$ cat src/rtl/core_pkg.sv
// Shared definitions for the core pipeline: datapath widths and the MEM-stage FSM encoding.
package core_pkg;

    localparam int XLEN       = 32;
    localparam int REG_ADDR_W = 5;

    typedef enum logic [1:0] {
        S_IDLE = 2'd0,
        S_REQ  = 2'd1,
        S_RESP = 2'd2,
        S_DONE = 2'd3
    } mem_state_e;

endpackage

$ cat src/rtl/mem_wb_buffer.sv
// MEM/WB pipeline register: loads the next slot when enabled, or a bubble
// (everything zero, slot invalid) when bubble-insert is requested.
module mem_wb_buffer
    import core_pkg::*;
(
    input  logic                  clk,
    input  logic                  rst,
    input  logic                  i_en,
    input  logic                  i_bubble,
    input  logic                  i_valid,
    input  logic [XLEN-1:0]       i_pc_plus_4,
    input  logic [XLEN-1:0]       i_alu_result,
    input  logic [XLEN-1:0]       i_mem_data,
    input  logic [REG_ADDR_W-1:0] i_rd_addr,
    input  logic                  i_reg_write,
    input  logic                  i_mem_to_reg,
    output logic                  o_valid,
    output logic [XLEN-1:0]       o_pc_plus_4,
    output logic [XLEN-1:0]       o_alu_result,
    output logic [XLEN-1:0]       o_mem_data,
    output logic [REG_ADDR_W-1:0] o_rd_addr,
    output logic                  o_reg_write,
    output logic                  o_mem_to_reg
);

    logic                  r_valid;
    logic [XLEN-1:0]       r_pc_plus_4;
    logic [XLEN-1:0]       r_alu_result;
    logic [XLEN-1:0]       r_mem_data;
    logic [REG_ADDR_W-1:0] r_rd_addr;
    logic                  r_reg_write;
    logic                  r_mem_to_reg;

    always_ff @(posedge clk or posedge rst) begin
        if (rst) begin
            r_valid      <= 1'b0;
            r_pc_plus_4  <= '0;
            r_alu_result <= '0;
            r_mem_data   <= '0;
            r_rd_addr    <= '0;
            r_reg_write  <= 1'b0;
            r_mem_to_reg <= 1'b0;
        end else if (i_en) begin
            if (i_bubble) begin
                r_valid      <= 1'b0;
                r_pc_plus_4  <= '0;
                r_alu_result <= '0;
                r_mem_data   <= '0;
                r_rd_addr    <= '0;
                r_reg_write  <= 1'b0;
                r_mem_to_reg <= 1'b0;
            end else begin
                r_valid      <= i_valid;
                r_pc_plus_4  <= i_pc_plus_4;
                r_alu_result <= i_alu_result;
                r_mem_data   <= i_mem_data;
                r_rd_addr    <= i_rd_addr;
                r_reg_write  <= i_reg_write;
                r_mem_to_reg <= i_mem_to_reg;
            end
        end
    end

    assign o_valid      = r_valid;
    assign o_pc_plus_4  = r_pc_plus_4;
    assign o_alu_result = r_alu_result;
    assign o_mem_data   = r_mem_data;
    assign o_rd_addr    = r_rd_addr;
    assign o_reg_write  = r_reg_write;
    assign o_mem_to_reg = r_mem_to_reg;

endmodule

$ cat src/rtl/mem_access_stage.sv
// MEM stage: word loads/stores on the data memory, upstream stall while a
// transaction is outstanding, misalignment and timeout detection.
module mem_access_stage
    import core_pkg::*;
#(
    parameter int TIMEOUT_CYCLES = 200,
    parameter int CNT_W          = 8
) (
    input  logic                  clk,
    input  logic                  rst,
    input  logic [XLEN-1:0]       ma_pc_plus_4_in,
    input  logic [XLEN-1:0]       ma_alu_result_in,
    input  logic [XLEN-1:0]       ma_write_data_in,
    input  logic [REG_ADDR_W-1:0] ma_rd_addr_in,
    input  logic                  ma_mem_read_in,
    input  logic                  ma_mem_write_in,
    input  logic                  ma_reg_write_in,
    input  logic                  ma_mem_to_reg_in,
    output logic                  dmem_req_valid,
    input  logic                  dmem_req_ready,
    output logic                  dmem_req_we,
    output logic [XLEN-1:0]       dmem_req_addr,
    output logic [XLEN-1:0]       dmem_req_wdata,
    input  logic                  dmem_resp_valid,
    input  logic [XLEN-1:0]       dmem_resp_rdata,
    output logic                  stall_out,
    output logic                  wb_valid_out,
    output logic [XLEN-1:0]       wb_pc_plus_4_out,
    output logic [XLEN-1:0]       wb_alu_result_out,
    output logic [XLEN-1:0]       wb_mem_data_out,
    output logic [REG_ADDR_W-1:0] wb_rd_addr_out,
    output logic                  wb_reg_write_out,
    output logic                  wb_mem_to_reg_out,
    output logic                  misaligned_err_out,
    output logic                  bus_err_out,
    output logic [1:0]            dbg_state_out
);

    mem_state_e            r_state;
    logic [CNT_W-1:0]      r_cnt;
    logic [XLEN-1:0]       r_pc_plus_4;
    logic [XLEN-1:0]       r_alu_result;
    logic [XLEN-1:0]       r_wdata;
    logic [XLEN-1:0]       r_rdata;
    logic [REG_ADDR_W-1:0] r_rd_addr;
    logic                  r_we;
    logic                  r_reg_write;
    logic                  r_mem_to_reg;
    logic                  r_timed_out;
    logic                  r_misaligned_err;
    logic                  r_bus_err;

    logic                  w_mem_op;
    logic                  w_misaligned;
    logic                  w_start;
    logic                  w_busy;
    logic                  w_timeout;

    logic                  w_wb_bubble;
    logic                  w_wb_valid;
    logic [XLEN-1:0]       w_wb_pc_plus_4;
    logic [XLEN-1:0]       w_wb_alu_result;
    logic [XLEN-1:0]       w_wb_mem_data;
    logic [REG_ADDR_W-1:0] w_wb_rd_addr;
    logic                  w_wb_reg_write;
    logic                  w_wb_mem_to_reg;

    assign w_mem_op     = ma_mem_read_in | ma_mem_write_in;
    assign w_misaligned = w_mem_op & (ma_alu_result_in[1:0] != 2'b00);
    assign w_start      = (r_state == S_IDLE) & w_mem_op & ~w_misaligned;
    assign w_busy       = (r_state == S_REQ) | (r_state == S_RESP);
    assign w_timeout    = w_busy & (r_cnt == CNT_W'(TIMEOUT_CYCLES - 1));

    // Handshake: a request transfers on a cycle where dmem_req_valid and
    // dmem_req_ready are both high; valid is never withdrawn before that
    // except on timeout or reset, and addr/we/wdata stay constant while
    // valid is high. A load response is a single-cycle dmem_resp_valid
    // with no back-pressure, honoured only while waiting in RESP.
    assign dmem_req_valid = (r_state == S_REQ);
    assign dmem_req_we    = r_we;
    assign dmem_req_addr  = {r_alu_result[XLEN-1:2], 2'b00};
    assign dmem_req_wdata = r_wdata;

    // Gated by rst so the upstream freeze drops the moment reset asserts.
    assign stall_out          = ~rst & (w_start | w_busy);
    assign misaligned_err_out = r_misaligned_err;
    assign bus_err_out        = r_bus_err;
    assign dbg_state_out      = r_state;

    always_ff @(posedge clk or posedge rst) begin
        if (rst) begin
            r_state          <= S_IDLE;
            r_cnt            <= '0;
            r_pc_plus_4      <= '0;
            r_alu_result     <= '0;
            r_wdata          <= '0;
            r_rdata          <= '0;
            r_rd_addr        <= '0;
            r_we             <= 1'b0;
            r_reg_write      <= 1'b0;
            r_mem_to_reg     <= 1'b0;
            r_timed_out      <= 1'b0;
            r_misaligned_err <= 1'b0;
            r_bus_err        <= 1'b0;
        end else begin
            r_misaligned_err <= 1'b0;
            r_bus_err        <= 1'b0;
            case (r_state)
                S_IDLE: begin
                    if (w_misaligned) begin
                        r_misaligned_err <= 1'b1;
                    end else if (w_start) begin
                        r_pc_plus_4  <= ma_pc_plus_4_in;
                        r_alu_result <= ma_alu_result_in;
                        r_wdata      <= ma_write_data_in;
                        r_rd_addr    <= ma_rd_addr_in;
                        r_we         <= ma_mem_write_in & ~ma_mem_read_in;
                        r_reg_write  <= ma_reg_write_in;
                        r_mem_to_reg <= ma_mem_to_reg_in;
                        r_rdata      <= '0;
                        r_timed_out  <= 1'b0;
                        r_cnt        <= '0;
                        r_state      <= S_REQ;
                    end
                end
                S_REQ: begin
                    if (dmem_req_ready) begin
                        r_cnt   <= r_cnt + CNT_W'(1);
                        r_state <= r_we ? S_DONE : S_RESP;
                    end else if (w_timeout) begin
                        r_bus_err   <= 1'b1;
                        r_timed_out <= 1'b1;
                        r_state     <= S_DONE;
                    end else begin
                        r_cnt <= r_cnt + CNT_W'(1);
                    end
                end
                S_RESP: begin
                    if (dmem_resp_valid) begin
                        r_rdata <= dmem_resp_rdata;
                        r_state <= S_DONE;
                    end else if (w_timeout) begin
                        r_bus_err   <= 1'b1;
                        r_timed_out <= 1'b1;
                        r_state     <= S_DONE;
                    end else begin
                        r_cnt <= r_cnt + CNT_W'(1);
                    end
                end
                default: begin
                    r_state <= S_IDLE;
                end
            endcase
        end
    end

    // Next MEM/WB slot: pass-through in IDLE, captured instruction in DONE, bubble otherwise.
    always_comb begin
        w_wb_bubble     = 1'b1;
        w_wb_valid      = 1'b0;
        w_wb_pc_plus_4  = ma_pc_plus_4_in;
        w_wb_alu_result = ma_alu_result_in;
        w_wb_mem_data   = '0;
        w_wb_rd_addr    = ma_rd_addr_in;
        w_wb_reg_write  = 1'b0;
        w_wb_mem_to_reg = ma_mem_to_reg_in;
        if ((r_state == S_IDLE) && !w_start) begin
            w_wb_bubble    = 1'b0;
            w_wb_valid     = 1'b1;
            w_wb_reg_write = ma_reg_write_in & ~w_misaligned;
        end else if (r_state == S_DONE) begin
            w_wb_bubble     = 1'b0;
            w_wb_valid      = 1'b1;
            w_wb_pc_plus_4  = r_pc_plus_4;
            w_wb_alu_result = r_alu_result;
            w_wb_mem_data   = r_rdata;
            w_wb_rd_addr    = r_rd_addr;
            w_wb_reg_write  = r_reg_write & ~r_timed_out;
            w_wb_mem_to_reg = r_mem_to_reg;
        end
    end

    mem_wb_buffer u_mem_wb (
        .clk          (clk),
        .rst          (rst),
        .i_en         (1'b1),
        .i_bubble     (w_wb_bubble),
        .i_valid      (w_wb_valid),
        .i_pc_plus_4  (w_wb_pc_plus_4),
        .i_alu_result (w_wb_alu_result),
        .i_mem_data   (w_wb_mem_data),
        .i_rd_addr    (w_wb_rd_addr),
        .i_reg_write  (w_wb_reg_write),
        .i_mem_to_reg (w_wb_mem_to_reg),
        .o_valid      (wb_valid_out),
        .o_pc_plus_4  (wb_pc_plus_4_out),
        .o_alu_result (wb_alu_result_out),
        .o_mem_data   (wb_mem_data_out),
        .o_rd_addr    (wb_rd_addr_out),
        .o_reg_write  (wb_reg_write_out),
        .o_mem_to_reg (wb_mem_to_reg_out)
    );

endmodule

$ cat config.mk
export PLATFORM = sky130hd
export DESIGN_NAME = mem_access_stage
export DESIGN_NICKNAME = d
export VERILOG_FILES = /design/src/rtl/core_pkg.sv /design/src/rtl/mem_wb_buffer.sv /design/src/rtl/mem_access_stage.sv
export SDC_FILE = /design/constraint.sdc
export NUM_CORES = 1
export LEC_CHECK = 0
export CAP_MARGIN = 20
export CORE_ASPECT_RATIO = 1.5
export CORE_MARGIN = 4
export CORE_UTILIZATION = 45
export DETAILED_ROUTE_END_ITERATION = 8
export HOLD_SLACK_MARGIN = 0.08
export PLACE_DENSITY = 0.76
export SYNTH_ARGS = -nofsm -noshare
export SYNTH_HDL_FRONTEND = slang
export SYNTH_HIERARCHICAL = 1
export SYNTH_SLANG_ARGS = --single-unit
$ cat constraint.sdc
create_clock -name clk -period 5.77 [get_ports clk]
set_input_delay 1.154 -clock clk [delete_from_list [all_inputs] [get_ports clk]]
set_output_delay 1.154 -clock clk [all_outputs]
set_load 0.02 [all_outputs]
; ---- Word level (Yosys, flattened, before mapping)
; Index checks and enable logic that the tools add are counted.
[word_totals]
output_inout_bits = 175
elab_cells = 108
register_bits = 253
inputBits = 141
[classes]
bitwise = 15
n_eq_ne = 9
n_mux = 52
n_addsub = 1
reduce_logical = 11
[op_table]
columns = cell, count
row1 = 32-bit two-way mux, 12
row2 = 32-bit one-hot mux with 2 select lines, 1
row3 = 8-bit two-way mux, 5
row4 = 8-bit one-hot mux with 3 select lines, 1
row5 = 1-bit two-way mux, 22
row6 = 5-bit two-way mux, 3
row7 = 2-bit two-way mux, 5
row8 = 2-bit inequality test (second input constant), 5
row9 = 8-bit by 1-bit adder with 8-bit output (second input constant), 1
row10 = 1-bit AND, 8
row11 = 8-bit equality test (second input constant), 1
row12 = 4-bit AND reduction, 2
row13 = 2-bit one-hot mux with 3 select lines, 1
row14 = 5-bit AND reduction, 1
row15 = 2-bit equality test (second input constant), 2
row16 = 1-bit NOT, 4
row17 = 2-bit nonzero test, 2
row18 = 1-bit bitwise OR, 3
row19 = 1-bit one-hot mux with 3 select lines, 1
row20 = 3-bit AND reduction, 1
row21 = 3-bit nonzero test, 1
row22 = 2-bit by 1-bit equality test with 1-bit output (second input constant), 1
row23 = 2-bit logical NOT, 1
row24 = 1-bit one-hot mux with 2 select lines, 1
row25 = other kinds (3), 3

; ---- Depth between registers and ports, before layout
[depth]
ltp_word = 8
mapped_depth = 11
ltp_nobuf = 7

; ---- By module
; The synthesis kept the hierarchy.
[modules_own_cells]
columns = mod, area_each_um2, n_inst, cells_per_inst, seq_area_each_um2
row1 = mem_access_stage, 7313.3, 1, 608, 3728.6
row2 = mem_wb_buffer, 3674.8, 1, 234, 2602.5

; ---- Least setup slack after synthesis
; OpenSTA, ideal clock, no wires.
[synth_timing]
kind = input to output
from = input port ma_alu_result_in[0]
to = output port stall_out
arrival_ns = 2.324
setup_slack_ns = 2.292
required_time_ns = 4.616
n_path_buf = 2
path_stages = 6
cell_sequence = or2_4 nor3_2 buf_2 buf_4 nor2_1 nor2_1
[synth_via]
elab_chain_cells = 6
[synth_lines]
columns = element, line
row1 = start: declaration, mem_access_stage.sv:12  ; input logic [XLEN-1:0] ma_alu_result_in,
row2 = 2-bit nonzero test, mem_access_stage.sv:69  ; assign w_misaligned = w_mem_op & (ma_alu_result_in[1:0] != 2'b00);
row3 = 1-bit AND, mem_access_stage.sv:69
row4 = 1-bit NOT (no source line), -
row5 = 1-bit AND, mem_access_stage.sv:70  ; assign w_start = (r_state == S_IDLE) & w_mem_op & ~w_misaligned;
row6 = 1-bit bitwise OR, mem_access_stage.sv:85  ; assign stall_out = ~rst & (w_start | w_busy);
row7 = 1-bit AND, mem_access_stage.sv:85
row8 = end: declaration, mem_access_stage.sv:26  ; output logic stall_out,
; No other way between the ends.

; ---- Worst setup path after layout
; Ends and elaborated chain as after synthesis.

==> impl_metrics.yaml <==
placement:
  hpwl_mm: 20.0
  gp_congestion: 0.825
  post-place-cells: 1396
  port_buffers: 313
synth:
  yosys-top-cells-area: "dfrtp_1, mux2_2, a22o_1"
  yosysSeqAreaShare_pct: 57.6
  async_flop_share_pct: 100
  synth_cells: 842
  synthesis.area_um2: 11000
  synthDistinctLibCells: 45
  synth.avg_cell_area_um2: 13.0
  synth_top_area_cell: "dfrtp_1"
  synth_top_area_share_pct: 57.6
  synth_warnings: 6
  ys_dominant_reg_cell: "dfrtp_1"
  synth-edff-count: 0
  ys_ff_latch: 253
  yosysMostFrequentCell: "dfrtp_1"
  synth_commonest_cells: "dfrtp_1, mux2_2, a22o_1, buf_4, nor2_1"
sta:
  fin_tns_setup_ns: 0
  period_share_pct: 71.5
  drv_slew: 0
  period_needed_ns: 4.13
  final_hold_viol_count: 0
  fmax_mhz: 242
  hold_ws_ns: 0.503
  slew_headroom_pct: 30.6
  rsz0062_at_grt: "no"
  setup_viol: 0
  worst_pin_slew_ns: 1.04
  skew_ns: 0.0123
cells_and_area:
  nNetsFinal: 1250
  area_growth_pct: 35.9
  drive_above_1_share_pct: 17.8
  post_layout_nonfiller_instances: 1443
clock_tree:
  cts_max_level: 1
  max-clock-path-buffers: 3
  worstSkewPairLatency_ns: 0.51
  cts_resized: 0
  cts-root-buf: "clkbuf_16"
  cts_setup_buffers: 0
  clk_pin_slew_worst_paths_ns: 0.06
  ctsHoldBuffers: 0
  tritoncts: "yes"
  cts_buffers: 24
  numClockSinks: 253
hold_path:
  hold_start: "r_pc_plus_4[15]"
  holdCritPathClass: "flop to flop"
critical_path:
  endpoint: "stall_out"
  worst-r2r-setup-slack_ns: 2.61
  r2r_start: "dbg_state_out[1]"
  critical_path_required_ns: 4.62
  worstSetupEndpointType: "output port"
  crit_fanout: 3
  cp-start-kind: "input pin"
  rr_worst_depth: 7
  critical_path.startpoint: "ma_alu_result_in[0]"
  path_class: "input pin to output port"
  arrival_ns: 2.97
  r2r_end: "dmem_req_wdata[22]"
route:
  viasPerCell: 5.45
  num_vias: 7868
  avgRoutedWirePerCell_um: 20.7
  drt-initial-drc-count: 417
  routed_wl_mm: 29.9
  antenna_left: 0
  drcViolationCount: 0
  firstDrtPassIters: 5
floorplanning:
  start_util_pct: 45.9
  ios: 316
  die_w_um: 136
  coreArea_um2: 23900
  num_rows: 69
  die_y_um: 199
  dieArea_um2: 27000
power_and_ir_drop:
  seqPwrFrac_pct: 36.6
  p_int_w: 0.00508
  combinationalPowerShare_pct: 41.3
  swShare_pct: 34.7
  clockPowerShare_pct: 22.1
  ir_worst_vdd_v: 0.000335
  powerDensity_nw_per_um2: 522
  leakage_nw: 6.42
  p_sw_w: 0.00271
run:
  drv_cap: 0
status:
  status: "completed"
grt:
  antenna_found_initial: 2
  grt_start_max_net_pins: 105
  overflow: 0
  grt.total_usage_pct: 21.4
  grt_pass1_wl_mm: 46.1
  grt_pass1_vias: 8231
through the flow:
stage          setup slack, ns  power, W  util (%)  area, µm²
6_report                  1.64   0.00779      62.5      14900
5_1_grt                   1.58   0.00819      62.5      14900
4_1_cts                   1.65   0.00783      62.3      14900
3_5_place_dp              1.66   0.00608      58.7      14000
3_3_place_gp              1.68   0.00599      58.7      14000
2_1_floorplan            0.608   0.00485         -      11000
critical path, cell delays in order:
cell             delay [ns]
clkdlybuf4s50_1        0.53
or2_4                  0.34
nor3_4                 0.16
nor2_1                 0.07
nor2_1                 0.10
clkdlybuf4s50_1        0.62
worst min path at each step:
stage	slack, ns	cells past startpoint	endpoint
floorplan	0.46	2	r_timed_out
global placement	0.48	1	r_alu_result[0]
global route	0.52	1	r_pc_plus_4[0]
detailed placement	0.48	1	r_alu_result[0]
finish	0.50	1	r_pc_plus_4[15]
CTS	0.50	1	r_alu_result[0]
power by group through the flow:
stage	logic, W	registers, W	clock network, W
2_1_floorplan	0.00166	0.00319	0
3_3_place_gp	0.00315	0.00284	0
3_5_place_dp	0.00320	0.00288	0
4_1_cts	0.00321	0.00286	0.00176
5_1_grt	0.00343	0.00294	0.00183
6_report	0.00322	0.00285	0.00172
cell families (layout without fill, tap and decap cells):
group,after synthesis,count (layout),synth area share (%)
adders and majority gates,5,5,0.569
DFF,253,253,57.6
muxes,172,172,17.6
other,2,7,0.0683
and+or+nand+nor,106,106,5.16
buffers and inverters,132,409,6.82
AOI/OAI and AO/OA,172,172,12.1
final cells by class:
type	count	area, µm²
Clock buffer	34	719
Timing Repair Buffer	325	3240
Fill cell	1884	8980
Sequential cell	253	6330
Multi-Input combinational cell	460	3930
Inverter	40	158
Tap cell	319	399
Clock inverter	10	153
Antenna cell	2	5.00
placed cells by master (no fill, tap or decap), types with 5 or more instances in the layout:
| cell type | netlist | final |
|---|---|---|
| a22o_1 | 104 | 104 |
| mux2_2 | 138 | 138 |
| clkdlybuf4s50_1 | 0 | 313 |
| ha_1 | 5 | 5 |
| nor2_1 | 41 | 41 |
| inv_1 | 39 | 37 |
| mux2_1 | 34 | 34 |
| conb_1 | 2 | 5 |
| nand3_1 | 5 | 5 |
| o21ai_0 | 36 | 36 |
| clkinv_2 | 0 | 5 |
| nand4_1 | 33 | 33 |
| clkbuf_16 | 0 | 26 |
| dfrtp_1 | 253 | 253 |
| clkbuf_8 | 0 | 6 |
| buf_4 | 42 | 11 |
| nor2b_1 | 5 | 5 |
| o31ai_1 | 7 | 7 |
per-layer routing:
layer | routed length [µm] | part of all wire (%) | GRT usage (%) | vias up
li1 | - | - | - | 3539
met1 | 11500 | 38 | 26.1 | 3998
met2 | 16000 | 54 | 39.1 | 282
met3 | 1620 | 5.4 | 2.95 | 49
met4 | 805 | 2.7 | 7.06 | 0
met5 | 0 | 0 | 0 | -
(Power assumes the default switching activity.)
==> RTL edit, RTL diff (same flow settings) <==
Put one more register stage on the output `dbg_state_out`, with the module's reset. The value now appears one clock later. The other outputs are not delayed to match.
--- a/src/rtl/mem_access_stage.sv
+++ b/src/rtl/mem_access_stage.sv
@@ -85,7 +85,13 @@
     assign stall_out          = ~rst & (w_start | w_busy);
     assign misaligned_err_out = r_misaligned_err;
     assign bus_err_out        = r_bus_err;
-    assign dbg_state_out      = r_state;
+    always_ff @(posedge clk or posedge rst) begin
+        if (rst) begin
+            dbg_state_out <= '0;
+        end else begin
+            dbg_state_out <= r_state;
+        end
+    end
 
     always_ff @(posedge clk or posedge rst) begin
         if (rst) begin
Behaviour: not the same (a bounded check fails within 4 cycles, from zero or initial values and one cycle with rst high).
==> RTL edit against the unedited design <==
Hold slack lost 0.032 ns; sequential power shrank 2%; worst setup slack gained 0.041 ns; sequential cell count grew 2; area after synthesis grew 1.8%; first-iteration DRC count grew 29%; sequential share of layout area shrank 0.073 points; routed wire length shrank 1.1%; clock skew shrank 0.00052 ns; critical path depth is the same; total power shrank 2.3%; design area grew 0.96%; critical endpoint unchanged.
==> RTL edit: results (changes against the unedited design) <==
run_status:
  status: "finished, final reports clean"  # unchanged
worst_setup_path:
  r2r-start: "r_state[0]$_DFFE_PP0P_"  # was dbg_state_out[1]$_DFFE_PP0P_
  regToRegEndpoint: "u_mem_wb/o_pc_plus_4[4]$_DFFE_PP0P_"  # was dmem_req_wdata[22]$_DFFE_PP0P_
  reg2reg_slack_ns: 2.54  # was 2.61 ns
worst_hold_path:
  whs_endpoint: "dbg_state_out[1]$_DFF_PP0_"  # was r_pc_plus_4[15]$_DFFE_PP0P_
timing:
  skew_ns: 0.0118  # was 0.0123 ns
  finalCritPeriodShare: 0.708  # was 0.715
  slew_headroom: 0.402  # was 0.306
  whs_ns: 0.470  # was 0.503 ns
route:
  wl_met1_mm: 11.4  # was 11.5 mm
  drt_iter0_drc: 536  # was 417
  route.met2.wl_mm: 15.2  # was 16.0 mm
  dr.pass1.iters: 4  # was 5
  via_per_inst: 5.40  # was 5.45
  wl_met3_mm: 1.85  # was 1.62 mm
power:
  power_leakage_uw: 0.00659  # was 0.00642 uW
  peakVddDrop_mv: 0.316  # was 0.335 mV
yosys:
  yosys-top-cells-area: "dfrtp_1 57%, mux2_2 11%, a22o_1 8.5%, mux2_4 4.0%, mux2_1 3.5%"  # was dfrtp_1 58%, mux2_2 14%, a22o_1 8.3%, mux2_1 3.5%, buf_4 2.9%
  synth.area.mux_share: 0.184  # was 0.176
  avgSynthCellArea_um2: 13.2  # was 13.0 um2
  synth_fa_ha_area_frac: 0.00559  # was 0.00569
  ys_top_cells_by_count: "255 x dfrtp_1, 109 x a22o_1, 107 x mux2_2"  # was 253 x dfrtp_1, 138 x mux2_2, 104 x a22o_1
grt:
  grt.met2_usage: 0.368  # was 0.391
  antenna_found_initial: 1  # was 2
  met1_usage: 0.260  # was 0.261
  grt_pass1_wl_mm: 47.0  # was 46.1 mm
  grt_pass1_vias: 8526  # was 8231
placement:
  placed_cell_area_um2: 14200  # was 14000 um2
  post-place-ws_ns: 1.71  # was 1.66 ns
  gp_congestion: 0.790  # was 0.825
layout:
  drive_above_1_share: 0.179  # was 0.178
  fin_nets: 1255  # was 1250
  n_fill_cell: 1867  # was 1884
[RTL edit: cell types whose count changed in the layout (fill, tap and decap cells not counted), sizes merged, moves of 3 or more]
cell and delta:
bufinv -3, a22o +5, o41ai -3, o31ai -6
[RTL edit: area by class of cell]
class                           instances  share of cell area
Sequential cell                       255               0.423
Inverter                               38             0.00996
Antenna cell                            1            0.000166
Clock inverter                         10             0.00564
Multi-Input combinational cell        463               0.270
Clock buffer                           36              0.0495
Timing Repair Buffer                  326               0.215
Tap cell                              324              0.0269
[RTL edit: critical path, delay by kind of cell]
| kind | cells | cell delay [ns] |
|---|---|---|
| AND/OR/NAND/NOR | 4 | 0.65 |
| buffers and inverters | 2 | 1.13 |
[RTL edit: report_power, final]
group / total (uW) / internal (uW) / switching, uW
logic: 3200 / 1570 / 1630
clock network: 1640 / 946 / 689
registers: 2780 / 2420 / 354
